==> src/rtl/vram_arbiter.sv <==
// VRAM arbiter: shares one 32-bit word-wide VRAM port between two tile layers,
// a sprite fetcher and a byte/nibble-addressed CPU port.
//
// Ports:
//   clk, rst                     clock, synchronous active-high reset
//   l0_*/l1_*/spr_*              word read requests (req/addr in, ack/rddata_valid out)
//   cpu_*                        byte-address CPU port with byte and nibble writes
//   rddata                       read data shared by the layer/sprite ports
//   bus_*                        RAM side; RAM returns read data one cycle after the address
//
// Fixed priority l0 > l1 > spr > cpu. A CPU that has lost CPU_MAXWAIT times
// in a row wins outright. Grants, acks and the bus are combinational in the
// grant cycle; read return is steered one cycle later by a registered owner.
module vram_arbiter #(
  parameter int unsigned CPU_MAXWAIT = 3
) (
  input  logic        clk,
  input  logic        rst,

  input  logic        l0_req,
  input  logic [14:0] l0_addr,
  output logic        l0_ack,
  output logic        l0_rddata_valid,

  input  logic        l1_req,
  input  logic [14:0] l1_addr,
  output logic        l1_ack,
  output logic        l1_rddata_valid,

  input  logic        spr_req,
  input  logic [14:0] spr_addr,
  output logic        spr_ack,
  output logic        spr_rddata_valid,

  output logic [31:0] rddata,

  input  logic        cpu_req,
  input  logic [16:0] cpu_addr,
  input  logic        cpu_write,
  input  logic [7:0]  cpu_wrdata,
  input  logic        cpu_nibble,
  input  logic        cpu_nibble_hi,
  output logic        cpu_ack,
  output logic [7:0]  cpu_rddata,
  output logic        cpu_rddata_valid,

  output logic [14:0] bus_addr,
  output logic [31:0] bus_wrdata,
  output logic [7:0]  bus_wrnibblesel,
  output logic        bus_write,
  input  logic [31:0] bus_rddata
);

  localparam int unsigned AW = 15;
  localparam int unsigned DW = 32;
  localparam int unsigned NW = 8;

  typedef enum logic [1:0] {
    OWN_L0  = 2'd0,
    OWN_L1  = 2'd1,
    OWN_SPR = 2'd2,
    OWN_CPU = 2'd3
  } owner_e;

  owner_e          gnt_owner;
  logic            gnt_valid;
  logic            cpu_force;
  logic [1:0]      cpu_lane;

  logic [1:0]      wait_cnt;
  logic [1:0]      wait_cnt_d;

  owner_e          own_q;
  logic            own_valid_q;
  logic [1:0]      lane_q;
  logic [AW-1:0]   addr_q;
  logic            rd_valid;

  assign cpu_lane = cpu_addr[1:0];

  // Arbitration: starved CPU first, then fixed priority; nothing while in reset
  always_comb begin
    gnt_valid = 1'b0;
    gnt_owner = OWN_L0;
    cpu_force = cpu_req && (32'(wait_cnt) >= CPU_MAXWAIT);
    if (!rst) begin
      if (cpu_force) begin
        gnt_valid = 1'b1;
        gnt_owner = OWN_CPU;
      end else if (l0_req) begin
        gnt_valid = 1'b1;
        gnt_owner = OWN_L0;
      end else if (l1_req) begin
        gnt_valid = 1'b1;
        gnt_owner = OWN_L1;
      end else if (spr_req) begin
        gnt_valid = 1'b1;
        gnt_owner = OWN_SPR;
      end else if (cpu_req) begin
        gnt_valid = 1'b1;
        gnt_owner = OWN_CPU;
      end
    end
  end

  assign l0_ack  = gnt_valid && (gnt_owner == OWN_L0);
  assign l1_ack  = gnt_valid && (gnt_owner == OWN_L1);
  assign spr_ack = gnt_valid && (gnt_owner == OWN_SPR);
  assign cpu_ack = gnt_valid && (gnt_owner == OWN_CPU);

  // Bus drive from the granted request; address holds its last value when idle
  always_comb begin
    bus_addr        = rst ? '0 : addr_q;
    bus_write       = 1'b0;
    bus_wrnibblesel = '0;
    bus_wrdata      = '0;
    if (gnt_valid) begin
      unique case (gnt_owner)
        OWN_L0:  bus_addr = l0_addr;
        OWN_L1:  bus_addr = l1_addr;
        OWN_SPR: bus_addr = spr_addr;
        OWN_CPU: begin
          bus_addr = cpu_addr[16:2];
          if (cpu_write) begin
            bus_write = 1'b1;
            if (cpu_nibble) begin
              // nibble index within the word is {lane, hi}
              bus_wrdata = {NW{cpu_wrdata[3:0]}};
              bus_wrnibblesel[{cpu_lane, cpu_nibble_hi}] = 1'b1;
            end else begin
              bus_wrdata = {(DW/8){cpu_wrdata}};
              bus_wrnibblesel[{cpu_lane, 1'b0}] = 1'b1;
              bus_wrnibblesel[{cpu_lane, 1'b1}] = 1'b1;
            end
          end
        end
        default: bus_addr = addr_q;
      endcase
    end
  end

  // CPU wait counter: counts lost cycles, saturates, clears on grant or drop
  always_comb begin
    wait_cnt_d = wait_cnt;
    if (!cpu_req || cpu_ack) begin
      wait_cnt_d = 2'd0;
    end else if (wait_cnt != 2'd3) begin
      wait_cnt_d = wait_cnt + 2'd1;
    end
  end

  always_ff @(posedge clk) begin
    if (rst) begin
      wait_cnt <= 2'd0;
    end else begin
      wait_cnt <= wait_cnt_d;
    end
  end

  // Read-return ownership; writes leave no pending return
  always_ff @(posedge clk) begin
    if (rst) begin
      own_valid_q <= 1'b0;
      own_q       <= OWN_L0;
      lane_q      <= 2'd0;
      addr_q      <= '0;
    end else begin
      own_valid_q <= gnt_valid && !bus_write;
      addr_q      <= bus_addr;
      if (gnt_valid) begin
        own_q  <= gnt_owner;
        lane_q <= (gnt_owner == OWN_CPU) ? cpu_lane : 2'd0;
      end
    end
  end

  // A reset landing in the return cycle kills the pending valid
  assign rd_valid = own_valid_q && !rst;

  assign l0_rddata_valid  = rd_valid && (own_q == OWN_L0);
  assign l1_rddata_valid  = rd_valid && (own_q == OWN_L1);
  assign spr_rddata_valid = rd_valid && (own_q == OWN_SPR);
  assign cpu_rddata_valid = rd_valid && (own_q == OWN_CPU);

  assign rddata     = rd_valid ? bus_rddata : '0;
  assign cpu_rddata = rd_valid ? bus_rddata[{lane_q, 3'b000} +: 8] : 8'h00;

endmodule

==> config.mk <==
export PLATFORM = sky130hd
export DESIGN_NAME = vram_arbiter
export DESIGN_NICKNAME = d
export VERILOG_FILES = /design/src/rtl/vram_arbiter.sv
export SDC_FILE = /design/constraint.sdc
export NUM_CORES = 1
export LEC_CHECK = 0
export BUFFER_PORTS_ARGS = -buffer_cell sky130_fd_sc_hd__buf_2
export CORE_AREA = 2 2 83 85
export DETAILED_ROUTE_END_ITERATION = 16
export DIE_AREA = 0 0 85 87
export PLACE_DENSITY = 0.8
export REMOVE_ABC_BUFFERS = 1
export SLEW_MARGIN = 20
export SYNTH_ARGS = -nofsm -noshare
export SYNTH_HDL_FRONTEND = slang
export SYNTH_SLANG_ARGS = --single-unit
==> constraint.sdc <==
create_clock -name clk -period 2.2 [get_ports clk]
set_input_delay 0.33 -clock clk [delete_from_list [all_inputs] [get_ports clk]]
set_output_delay 0.33 -clock clk [all_outputs]
set_load 0.1 [all_outputs]
==> run summary <==
clk_skew: 0.00599 ns
net count reported at finish: 603
number of port buffers: 214
first-pass GRT wire length: 16.5 mm
antenna violations before repair: 0
post-route minimum period: 2.29 ns
cell area after layout: 5570 sq um
synthesis-stage register bit count: 22
Psw: 0.967 mW
Total Wirelength: 12.1 mm
Die ar.: 7400 sq um
Leakage: 2.33 nW
synth top area cells: dfxtp_1 (20%), and2_1 (13%), buf_4 (8.9%), mux4_2 (8.2%), o221ai_1 (6.0%)
mux contribution to synthesized area: 10.1%
WL per Instance: 21.2 microns
Mapped Avg Cell Area: 8.03 sq um
Total GRT Usage: 28.2%
simple-gate share of the synthesized area: 29.6%
Iteration-0 DRC Markers: 139
diodes inserted: 0
family with the most delay on the worst path: buffers and inverters
Top Ports: 215
Max Fclk: 436 MHz
core area: 6570 sq um
pwr dens: 368 nW/um^2
post-route insts no fill: 570
CTS H-tree lvls: 1
HPWL after detailed placement: 8.79 mm
CTS Buffer Depth: 2
Crit Path Max Fanout: 15
Final Cycle Share: 104%
area grow syn2layout: 154%
Seq. cell area: 444 sq um
Hold WC Path Type: input pin to flip-flop
DRC errors left: 0
Initial Utilization: 33.4%
slowest CP cell: dfxtp_2
Clock transition at path regs: 0.09 ns
final number of hold-violating endpoints: 0
Synth Area in Compound Gates: 26.2%
via count: 3161
vias in the first global route: 3151
largest family of logic cells by synthesized area: simple AND/OR/NAND/NOR gates
share of layout cells above drive strength 1: 69.8%
GP Congestion: 0.888
fin worst setup slack: -0.0911 ns
Final ANT Viol Nets: 0
Multi-input gate area: 1880 sq um
fill count: 329
Final setup viols: 17
via/cell ratio: 5.55
sequential power share: 21.6%
DP Area: 4930 sq um
clock power share: 14.9%
fin. max-slew vios: 0
Worst setup EP type: output pin
CP Cell Sequence: ha_4 > a2bb2oi_2 > buf_6 > nor3b_1 > a211oi_2 > o21ai_1 > buf_4 > buf_12
MaxCap Viol Count: 0
failing checks: negative setup slack
Worst-Margin Slew: 0.499 ns
WP data required: 1.87 ns
Seq/Total Area, Yosys: 20.1%
most frequent cell after synthesis: and2_1
worst setup path category: flip-flop to output pin
RSZ-0062 raised after global routing: true
Buf/Inv on CP: 3
Worst EP arrival: 1.96 ns
share of the synthesized area in the top cell type: 20.1%
Std-Cell Rows: 30
r2r setup slk: 0.51 ns
VDD IR-drop max: 370 uV
CTS Sinks: 22
biggest area consumer among synthesized cells: dfxtp_1
Post-synth top cells: and2_1 (46), buf_4 (26), nand2_1 (23)
Startpoint Class: flip-flop
CTS Hold Bufs: 0
placed cell count: 553
Combinational Power Share: 63.5%
largest net degree at the start of global routing: 26
run status: complete, but fails checks
Async S/R FF share, synth: 0%
post-synthesis cell count: 273
number of enable flip-flop cells after synthesis: 0
Net Sw Frac: 47.2%
DIE HEIGHT: 87 microns
dominant synthesized flop cell: dfxtp_1
CTS tree: built
yosys warns: 0
post-synth cell types: 36
internal power: 1.08 mW
clock root buffer: clkbuf_8
Max-slew headroom: 67.0%
GR Overflow Total: 0
slowest cell delay on critical path: 0.35 ns
CTS buffer count: 3
TritonRoute pass-1 iters: 4
Mapped Area: 2190 sq um
Clk Latency, worst-skew pair: 0.27 ns
post-synthesis xor/xnor area fraction: 0%
Post-Synth Adder-Cell Area: 0.571%
die width: 85 microns
-- power groups by stage --
stage | Combinational, mW | Clock, mW | Sequential [mW]
after floorplan | 0.648 | 0 | 0.446
after global placement | 1.12 | 0 | 0.447
after detailed placement | 1.15 | 0 | 0.449
after CTS | 1.22 | 0.301 | 0.440
after global routing | 1.34 | 0.322 | 0.445
final | 1.30 | 0.306 | 0.442
-- cell type report --
cell class | instances | area share [%]
tap | 80 | 1.80
timing repair buffer | 255 | 55.2
sequential | 22 | 7.97
inverter | 4 | 0.269
multi-input combinational | 205 | 33.8
clock buffer | 4 | 0.988
-- registers in the layout (all words and copies together) (netlist names) --
name	count
wait_cnt	2
addr_q	15
lane_q	2
own_valid_q	1
own_q	2
-- cells by family (layout without fill, tap and decap cells) --
logic type,Yosys count,count (layout)
compound gates,77,77
fa+ha+maj,1,1
simple gates,115,115
mux,12,12
flops,22,22
buf+inv,46,263
-- worst paths after layout --
| kind | from | endpoint | cells past startpoint |
|---|---|---|---|
| min reg2reg | wait_cnt[0] | wait_cnt[0] | 1 |
| max | wait_cnt[0] | bus_addr[1] | 8 |
| min | rst | own_q[0] | 2 |
| max reg2reg | wait_cnt[0] | addr_q[9] | 7 |
-- metal layers --
metal | up-vias | share of wire (%) | track usage (%)
met5 | - | 0 | 0
met4 | 0 | 3.9 | 8.23
met3 | 40 | 6.1 | 4.64
met2 | 191 | 56 | 56.2
met1 | 1531 | 34 | 30.0
li1 | 1399 | - | -
-- cell usage in the layout (no fill, tap or decap), types with 3 or more instances in the layout --
cell type and n:
buf_4 27, nand2_1 23, o21ai_2 15, nor3b_2 12
mux2i_1 4, o21ai_1 9, and2_4 4, buf_2 112
nor2_1 11, a211oi_2 4, buf_12 105, a211oi_4 14
inv_1 3, dfxtp_2 3, nor2b_1 3, mux4_2 8
o21ai_0 8, clkbuf_16 4, o221ai_2 6, o221ai_1 7
buf_6 5, clkbuf_8 4, nor3b_1 4, dfxtp_1 19
and2_1 42, nor3_1 4
-- repair_timing --
item / in CTS / in global routing
setup buffers: 2 / 10
gates cloned: 1 / 3
setup endpoints to repair: 39 / 46
resized for setup: 49 / 49
pin swaps: 1 / 30
-- stage by stage --
step	setup TNS (ns)	hold WS [ns]	setup WS, ns	total power [mW]	util, %
after floorplan	-150.23	0.399	-3.84	1.09	-
after global placement	0	0.410	0.0767	1.57	75.0
after detailed placement	-0.169	0.430	-0.0623	1.60	75.0
after CTS	-1.24	0.329	-0.0592	1.96	79.8
after global routing	-2.33	0.344	-0.155	2.11	84.9
final	-0.902	0.330	-0.0911	2.05	84.9
Note: power is estimated with default switching activity, not from simulation.
